`config.mk`:
```
export PLATFORM = sky130hd
export DESIGN_NAME = wb_ram_arbiter
export DESIGN_NICKNAME = d
export VERILOG_FILES = /design/src/rtl/wb_pkg.sv /design/src/rtl/wb_watchdog.sv /design/src/rtl/wb_ram_arbiter.sv
export SDC_FILE = /design/constraint.sdc
export NUM_CORES = 1
export LEC_CHECK = 0
export ABC_CLOCK_PERIOD_IN_PS = 3000
export BUFFER_PORTS_ARGS = -buffer_cell sky130_fd_sc_hd__buf_2
export CELL_PAD_IN_SITES_DETAIL_PLACEMENT = 1
export CELL_PAD_IN_SITES_GLOBAL_PLACEMENT = 2
export CORE_ASPECT_RATIO = 0.8
export CORE_MARGIN = 2
export CORE_UTILIZATION = 19
export CTS_CLUSTER_SIZE = 16
export DETAILED_ROUTE_END_ITERATION = 16
export GPL_ROUTABILITY_DRIVEN = 1
export PLACE_DENSITY = 0.83
export SYNTH_ARGS = -nofsm -noshare
export SYNTH_HDL_FRONTEND = slang
export SYNTH_SLANG_ARGS = --single-unit
```
`constraint.sdc`:
```
create_clock -name wb_clock_i -period 3 [get_ports wb_clock_i]
set_clock_uncertainty 0.15 [all_clocks]
set_input_delay 0.45 -clock wb_clock_i [delete_from_list [all_inputs] [get_ports wb_clock_i]]
set_output_delay 0.45 -clock wb_clock_i [all_outputs]
set_load 0.02 [all_outputs]
```
`src/rtl/wb_pkg.sv`:
```
`timescale 1ns/1ps
// ---------------------------------------------------------------------------
// wb_pkg
// Shared types and constants for the Wishbone RAM arbiter slice.
//   arb_state_t       : arbiter FSM states
//   MAX_OUTSTANDING   : pipelined transfers allowed in flight per grant
//   OUTSTANDING_WIDTH : counter width able to hold MAX_OUTSTANDING itself
// ---------------------------------------------------------------------------
package wb_pkg;

  typedef enum logic [1:0] {
    IDLE   = 2'd0,
    GRANT0 = 2'd1,
    GRANT1 = 2'd2,
    ABORT  = 2'd3
  } arb_state_t;

  localparam int MAX_OUTSTANDING   = 4;
  localparam int OUTSTANDING_WIDTH = $clog2(MAX_OUTSTANDING) + 1;

endpackage

```
`src/rtl/wb_watchdog.sv`:
```
`timescale 1ns/1ps
// ---------------------------------------------------------------------------
// wb_watchdog
// Tracks pipelined transfers still waiting for an ack and times out a
// target that stops answering.
// Ports:
//   clk, rst_n : clock, asynchronous active-low reset
//   accept     : a strobe was taken by the target this cycle
//   ack        : the target acknowledged a transfer this cycle
//   clear      : drop all tracking state (no grant active)
//   full       : MAX_OUTSTANDING transfers are in flight
//   expired    : the ack wait reached TIMEOUT_CYCLES - 1
// ---------------------------------------------------------------------------
module wb_watchdog
  import wb_pkg::*;
#(
  parameter int TIMEOUT_CYCLES = 32
) (
  input  logic clk,
  input  logic rst_n,
  input  logic accept,
  input  logic ack,
  input  logic clear,
  output logic full,
  output logic expired
);

  localparam int WD_WIDTH = $clog2(TIMEOUT_CYCLES);
  localparam logic [WD_WIDTH-1:0] WD_TERMINAL = WD_WIDTH'(TIMEOUT_CYCLES - 1);
  localparam logic [OUTSTANDING_WIDTH-1:0] OUT_MAX = OUTSTANDING_WIDTH'(MAX_OUTSTANDING);

  logic [OUTSTANDING_WIDTH-1:0] outstanding;
  logic [WD_WIDTH-1:0]          wd_count;
  logic                         inc;
  logic                         dec;

  // Guards keep the counter from wrapping in either direction.
  assign inc = accept && (outstanding != OUT_MAX);
  assign dec = ack && (outstanding != '0);

  assign full    = (outstanding == OUT_MAX);
  assign expired = (wd_count == WD_TERMINAL);

  // Outstanding transfers: an accept and an ack in the same cycle cancel.
  always_ff @(posedge clk or negedge rst_n) begin
    if (!rst_n) begin
      outstanding <= '0;
    end else if (clear) begin
      outstanding <= '0;
    end else if (inc && !dec) begin
      outstanding <= outstanding + 1'b1;
    end else if (dec && !inc) begin
      outstanding <= outstanding - 1'b1;
    end
  end

  // Ack wait timer: runs only while something is in flight and no ack
  // shows up, and holds at the terminal count until the FSM reacts.
  always_ff @(posedge clk or negedge rst_n) begin
    if (!rst_n) begin
      wd_count <= '0;
    end else if (clear || ack || (outstanding == '0)) begin
      wd_count <= '0;
    end else if (wd_count != WD_TERMINAL) begin
      wd_count <= wd_count + 1'b1;
    end
  end

endmodule

```
`src/rtl/wb_ram_arbiter.sv`:
```
`timescale 1ns/1ps
// ---------------------------------------------------------------------------
// wb_ram_arbiter
// Two-initiator Wishbone B4 pipelined arbiter in front of the SRAM
// controller. Initiator 0 is the SPI host bridge, initiator 1 the CPU/video
// bus. One initiator owns the target for a whole bus cycle; contention is
// resolved round-robin and a stuck target is aborted by a watchdog.
// Ports:
//   wb_clock_i, wb_reset_n_i        : clock, asynchronous active-low reset
//   mN_addr_i/data_i/we_i           : initiator N request fields
//   mN_cycle_i/strobe_i             : initiator N bus cycle and strobe
//   mN_data_o                       : read data (fan-out of s_data_i)
//   mN_stall_o/ack_o/err_o          : initiator N responses
//   s_addr_o/data_o/we_o            : request fields to the RAM target
//   s_cycle_o/strobe_o              : cycle and strobe to the RAM target
//   s_data_i/stall_i/ack_i          : responses from the RAM target
// ---------------------------------------------------------------------------
module wb_ram_arbiter
  import wb_pkg::*;
#(
  parameter int ADDR_WIDTH     = 17,
  parameter int DATA_WIDTH     = 8,
  parameter int TIMEOUT_CYCLES = 32
) (
  input  logic                  wb_clock_i,
  input  logic                  wb_reset_n_i,
  input  logic [ADDR_WIDTH-1:0] m0_addr_i,
  input  logic [DATA_WIDTH-1:0] m0_data_i,
  output logic [DATA_WIDTH-1:0] m0_data_o,
  input  logic                  m0_we_i,
  input  logic                  m0_cycle_i,
  input  logic                  m0_strobe_i,
  output logic                  m0_stall_o,
  output logic                  m0_ack_o,
  output logic                  m0_err_o,
  input  logic [ADDR_WIDTH-1:0] m1_addr_i,
  input  logic [DATA_WIDTH-1:0] m1_data_i,
  output logic [DATA_WIDTH-1:0] m1_data_o,
  input  logic                  m1_we_i,
  input  logic                  m1_cycle_i,
  input  logic                  m1_strobe_i,
  output logic                  m1_stall_o,
  output logic                  m1_ack_o,
  output logic                  m1_err_o,
  output logic [ADDR_WIDTH-1:0] s_addr_o,
  output logic [DATA_WIDTH-1:0] s_data_o,
  output logic                  s_we_o,
  output logic                  s_cycle_o,
  output logic                  s_strobe_o,
  input  logic [DATA_WIDTH-1:0] s_data_i,
  input  logic                  s_stall_i,
  input  logic                  s_ack_i
);

  arb_state_t state;
  arb_state_t next_state;
  logic       last_grant;
  logic       next_last_grant;

  logic                  req0;
  logic                  req1;
  logic                  granted;
  logic                  sel1;
  logic                  sel_cycle;
  logic                  sel_strobe;
  logic                  sel_we;
  logic [ADDR_WIDTH-1:0] sel_addr;
  logic [DATA_WIDTH-1:0] sel_data;
  logic                  full;
  logic                  expired;
  logic                  accept;

  assign m0_data_o = s_data_i;
  assign m1_data_o = s_data_i;

  assign req0    = m0_cycle_i & m0_strobe_i;
  assign req1    = m1_cycle_i & m1_strobe_i;
  assign granted = (state == GRANT0) || (state == GRANT1);
  assign sel1    = (state == GRANT1);

  assign sel_cycle  = sel1 ? m1_cycle_i  : m0_cycle_i;
  assign sel_strobe = sel1 ? m1_strobe_i : m0_strobe_i;
  assign sel_we     = sel1 ? m1_we_i     : m0_we_i;
  assign sel_addr   = sel1 ? m1_addr_i   : m0_addr_i;
  assign sel_data   = sel1 ? m1_data_i   : m0_data_i;

  assign accept = s_strobe_o & ~s_stall_i;

  wb_watchdog #(
    .TIMEOUT_CYCLES(TIMEOUT_CYCLES)
  ) u_watchdog (
    .clk    (wb_clock_i),
    .rst_n  (wb_reset_n_i),
    .accept (accept),
    .ack    (s_ack_i & granted),
    .clear  (~granted),
    .full   (full),
    .expired(expired)
  );

  // State register. last_grant starts at 1 so initiator 0 wins the very
  // first contention.
  always_ff @(posedge wb_clock_i or negedge wb_reset_n_i) begin
    if (!wb_reset_n_i) begin
      state      <= IDLE;
      last_grant <= 1'b1;
    end else begin
      state      <= next_state;
      last_grant <= next_last_grant;
    end
  end

  // Next state and all bus outputs. Outputs depend only on the state
  // register and live inputs, so an asynchronous reset drops cycle and
  // strobe together without a clock edge.
  always_comb begin
    next_state      = state;
    next_last_grant = last_grant;
    s_cycle_o       = 1'b0;
    s_strobe_o      = 1'b0;
    s_we_o          = 1'b0;
    s_addr_o        = '0;
    s_data_o        = '0;
    m0_stall_o      = 1'b1;
    m1_stall_o      = 1'b1;
    m0_ack_o        = 1'b0;
    m1_ack_o        = 1'b0;
    m0_err_o        = 1'b0;
    m1_err_o        = 1'b0;
    case (state)
      IDLE: begin
        if (req0 && (!req1 || last_grant)) begin
          next_state = GRANT0;
        end else if (req1) begin
          next_state = GRANT1;
        end
      end
      GRANT0, GRANT1: begin
        // Strobe is held back while full so the target never takes a
        // transfer the initiator sees as stalled.
        s_cycle_o  = sel_cycle;
        s_strobe_o = sel_cycle & sel_strobe & ~full;
        s_we_o     = sel_we;
        s_addr_o   = sel_addr;
        s_data_o   = sel_data;
        if (sel1) begin
          m1_stall_o = s_stall_i | full;
          m1_ack_o   = s_ack_i & sel_cycle;
        end else begin
          m0_stall_o = s_stall_i | full;
          m0_ack_o   = s_ack_i & sel_cycle;
        end
        // Recording the owner on entry to ABORT lets ABORT route err
        // through last_grant; arbitration only reads it in IDLE.
        if (!sel_cycle) begin
          next_state      = IDLE;
          next_last_grant = sel1;
        end else if (expired && !s_ack_i) begin
          next_state      = ABORT;
          next_last_grant = sel1;
        end
      end
      ABORT: begin
        if (last_grant) begin
          m1_err_o = 1'b1;
        end else begin
          m0_err_o = 1'b1;
        end
        next_state = IDLE;
      end
      default: begin
        next_state = IDLE;
      end
    endcase
  end

endmodule

```
==> results.toml <==
[place]
gpl.final_weighted_congestion = 0.725
dp_hpwl_mm = 3.63
dp.cells = 326
pre_cts_ws_ns = 0.442
place_area_mm2 = 0.00183
portBuffers = 93

[synthesis]
synth_flop_cell = "sky130_fd_sc_hd__dfrtp_1"
yosysSeqAreaShare = 0.200
yosys.cell_types.count = 42
asyncSetResetFlopFracSynth = 1.00
synth_top_area_share = 0.224
yosys-top-cells-area = "sky130_fd_sc_hd__mux2i_1, sky130_fd_sc_hd__dfrtp_1, sky130_fd_sc_hd__nor2_1"
number_of_storage_elements_in_the_synthesis_netlist = 11
cells_after_synth = 168
post_synth.cell_area_avg_um2 = 8.24
number_of_enable_type_register_cells_in_the_synthesized_netlist = 0
ys.warnings.count = 0
synth_largest_area_cell = "sky130_fd_sc_hd__mux2i_1"
syn-num-nets = 242
post_synthesis_instance_area_mm2 = 0.00138

[final_layout]
n_antenna_cell = 0
fin_cells = 331
layout_common_cells = "sky130_fd_sc_hd__buf_2, sky130_fd_sc_hd__nor2_1, sky130_fd_sc_hd__mux2i_1"
layout-drive-gt1-share = 0.434
layout.cell_area.non_filler_mm2 = 0.00189
final.fill_count = 872
final_common_cell = "sky130_fd_sc_hd__buf_2"
design.final.nets = 319
syn2layout_area_growth_pct = 36.3

[route]
number_of_detailed_routing_iterations_run_before_antenna_repair = 4
drcViolationCount = 0
finalWirelength_mm = 4.46
num_vias = 1416
drt-initial-drc-count = 25
viasPerCell = 4.28
drt-wirelength-per-cell_um = 13.5
count_of_antenna_violating_nets_left_after_detailed_routing = 0

[timing]
finalCriticalPeriod_ns = 2.60
final_hold_viol_count = 0
finalHoldWorstSlack_ns = 0.374
worstMarginPinSlew_ns = 0.511
timing.slew.headroom = 0.659
fmax_mhz = 384
grt_setup_unrepaired = "false"
setup_tns_ns = 0
timing.final.max_slew_violations = 0
setup_violations = 0
final_min_period_over_clock_period = 0.868
timing.final.ws_setup_ns = 0.396

[critical_path]
critical_path.max_fanout = 32
crit_arrival_ns = 2.00
r2r_setup_slack_ns = 0.45
setup.worst_path.class = "flop to primary output"
worst-endpoint-required_ns = 2.40
timing.rr.end = "u_watchdog.outstanding[1]"
r2r_path_start = "state[1]"
cp-start-kind = "flop"
worst-r2r-cell-count = 9
cp-end-kind = "primary output"

[floorplanning]
io-pin-count = 118
core_mm2 = 0.00696
row_count = 27
die_area_mm2 = 0.00799
die_x_um = 99.4
floorplan.initialDensity = 0.199
floorplan.die.height_um = 80.3

[clock_network]
cts.htree.levels = 1
cts.sink_count = 11
numCtsBuffers = 3
clock-root-buffer = "sky130_fd_sc_hd__clkbuf_8"
postCtsSetupBuffers = 0
clock_insertion_delay_worst_skew_ns = 0.24
cts_tree = "done"
clkTransAtPathRegs_ns = 0.05
ctsLongestPathBuffers = 2

[global_routing]
gr-usage-all-layers = 0.109
grt.overflow.total = 0
vias_in_the_first_global_route = 1439
largest_net_degree_at_the_start_of_global_routing = 33
number_of_antenna_violations_at_the_first_check_in_global_routing = 0
first_pass_grt_wire_length_mm = 7.02

[hold_path]
hold_depth = 2
holdCritStartpoint = "last_grant"
hold_class = "flop to flop"
worst_min_delay_path_endpoint = "last_grant"

[flow_run]
timing.max_cap.violations = 0

[power_and_ir_drop]
power_density_mw_per_mm2 = 1020
p_leak_nw = 0.976
max-vdd-ir-drop_v = 0.000205

[status]
run_status = "complete, no violations"
-- layout make-up --
type                            count  area, µm²  share of cell area
Timing Repair Buffer               97        510               0.271
Clock buffer                        4       45.0              0.0239
Tap cell                           87        109              0.0577
Multi-Input combinational cell    124        915               0.485
Inverter                            8       30.0              0.0159
Sequential cell                    11        277               0.147
-- cells by family after synthesis --
group,synth area share
simple gates,0.229
buf+inv,0.141
mux,0.232
compound gates,0.103
flops,0.200
fa+ha+maj,0.0597
xor+xnor,0.0353
-- through the flow --
stage / utilization / total power [mW]
after floorplan: - / 1.31
after global placement: 0.263 / 1.77
after detailed placement: 0.263 / 1.79
after CTS: 0.271 / 1.95
after global routing: 0.271 / 2.09
final: 0.271 / 1.91
-- worst max-delay path: stages, from the launching register on --
cell and delay (ns):
sky130_fd_sc_hd__dfrtp_1 0.38, sky130_fd_sc_hd__inv_1 0.11, sky130_fd_sc_hd__ha_2 0.22, sky130_fd_sc_hd__buf_4 0.44
sky130_fd_sc_hd__mux2i_1 0.16, sky130_fd_sc_hd__a211oi_1 0.24, sky130_fd_sc_hd__buf_2 0.20
-- power breakdown --
| part | total, mW | internal, mW | switching (mW) |
|---|---|---|---|
| Clock | 0.153 | 0.0937 | 0.0597 |
| Combinational | 1.51 | 0.575 | 0.937 |
| Sequential | 0.248 | 0.193 | 0.0550 |
| Total | 1.91 | 0.862 | 1.05 |
-- what timing repair did --
action / in CTS / in global routing
hold buffers: 1 / 0
resized for setup: 0 / 0
hold endpoints to repair: 10 / 0
-- worst max-delay path by stage --
stage                  start                   endpoint  slack [ns]  depth (start not counted)
finish              state[0]                 s_strobe_o        0.40                          6
global route        state[0]                 s_strobe_o        0.25                          6
CTS                 state[0]                 s_strobe_o        0.34                          6
detailed placement  state[1]  u_watchdog.outstanding[1]        0.44                          9
global placement    state[1]  u_watchdog.outstanding[1]        0.59                          9
floorplan           state[1]  u_watchdog.outstanding[1]        0.58                          9
-- cells in the mapped netlist (2+ instances only) --
cell and number:
sky130_fd_sc_hd__o21ai_0 3, sky130_fd_sc_hd__clkbuf_1 4, sky130_fd_sc_hd__and3_1 2, sky130_fd_sc_hd__mux2i_1 31, sky130_fd_sc_hd__inv_1 8, sky130_fd_sc_hd__nand2b_1 4
sky130_fd_sc_hd__nand3_1 2, sky130_fd_sc_hd__xor2_1 2, sky130_fd_sc_hd__nand4b_1 2, sky130_fd_sc_hd__nor2_1 34, sky130_fd_sc_hd__nor2b_1 4, sky130_fd_sc_hd__dfrtp_1 10
sky130_fd_sc_hd__buf_4 16, sky130_fd_sc_hd__nand2_1 5, sky130_fd_sc_hd__a21oi_1 3, sky130_fd_sc_hd__buf_2 3, sky130_fd_sc_hd__nor3_1 5, sky130_fd_sc_hd__ha_1 5
sky130_fd_sc_hd__o211ai_1 2
-- registers in the layout, summed over array words and instances (netlist names) --
| register | flops |
|---|---|
| state | 2 |
| u_watchdog.wd_count | 5 |
| u_watchdog.outstanding | 3 |
| last_grant | 1 |
-- metal layers --
metal | track usage | routed length [µm] | share of wire | up-vias
met5 | 0 | 0 | 0 | -
met4 | 0.0164 | 0 | 0 | 0
met3 | 0.0209 | 192 | 0.043 | 0
met2 | 0.183 | 2200 | 0.49 | 35
met1 | 0.146 | 2060 | 0.46 | 670
li1 | - | - | - | 711
Note: power is estimated with default switching activity, not from simulation.
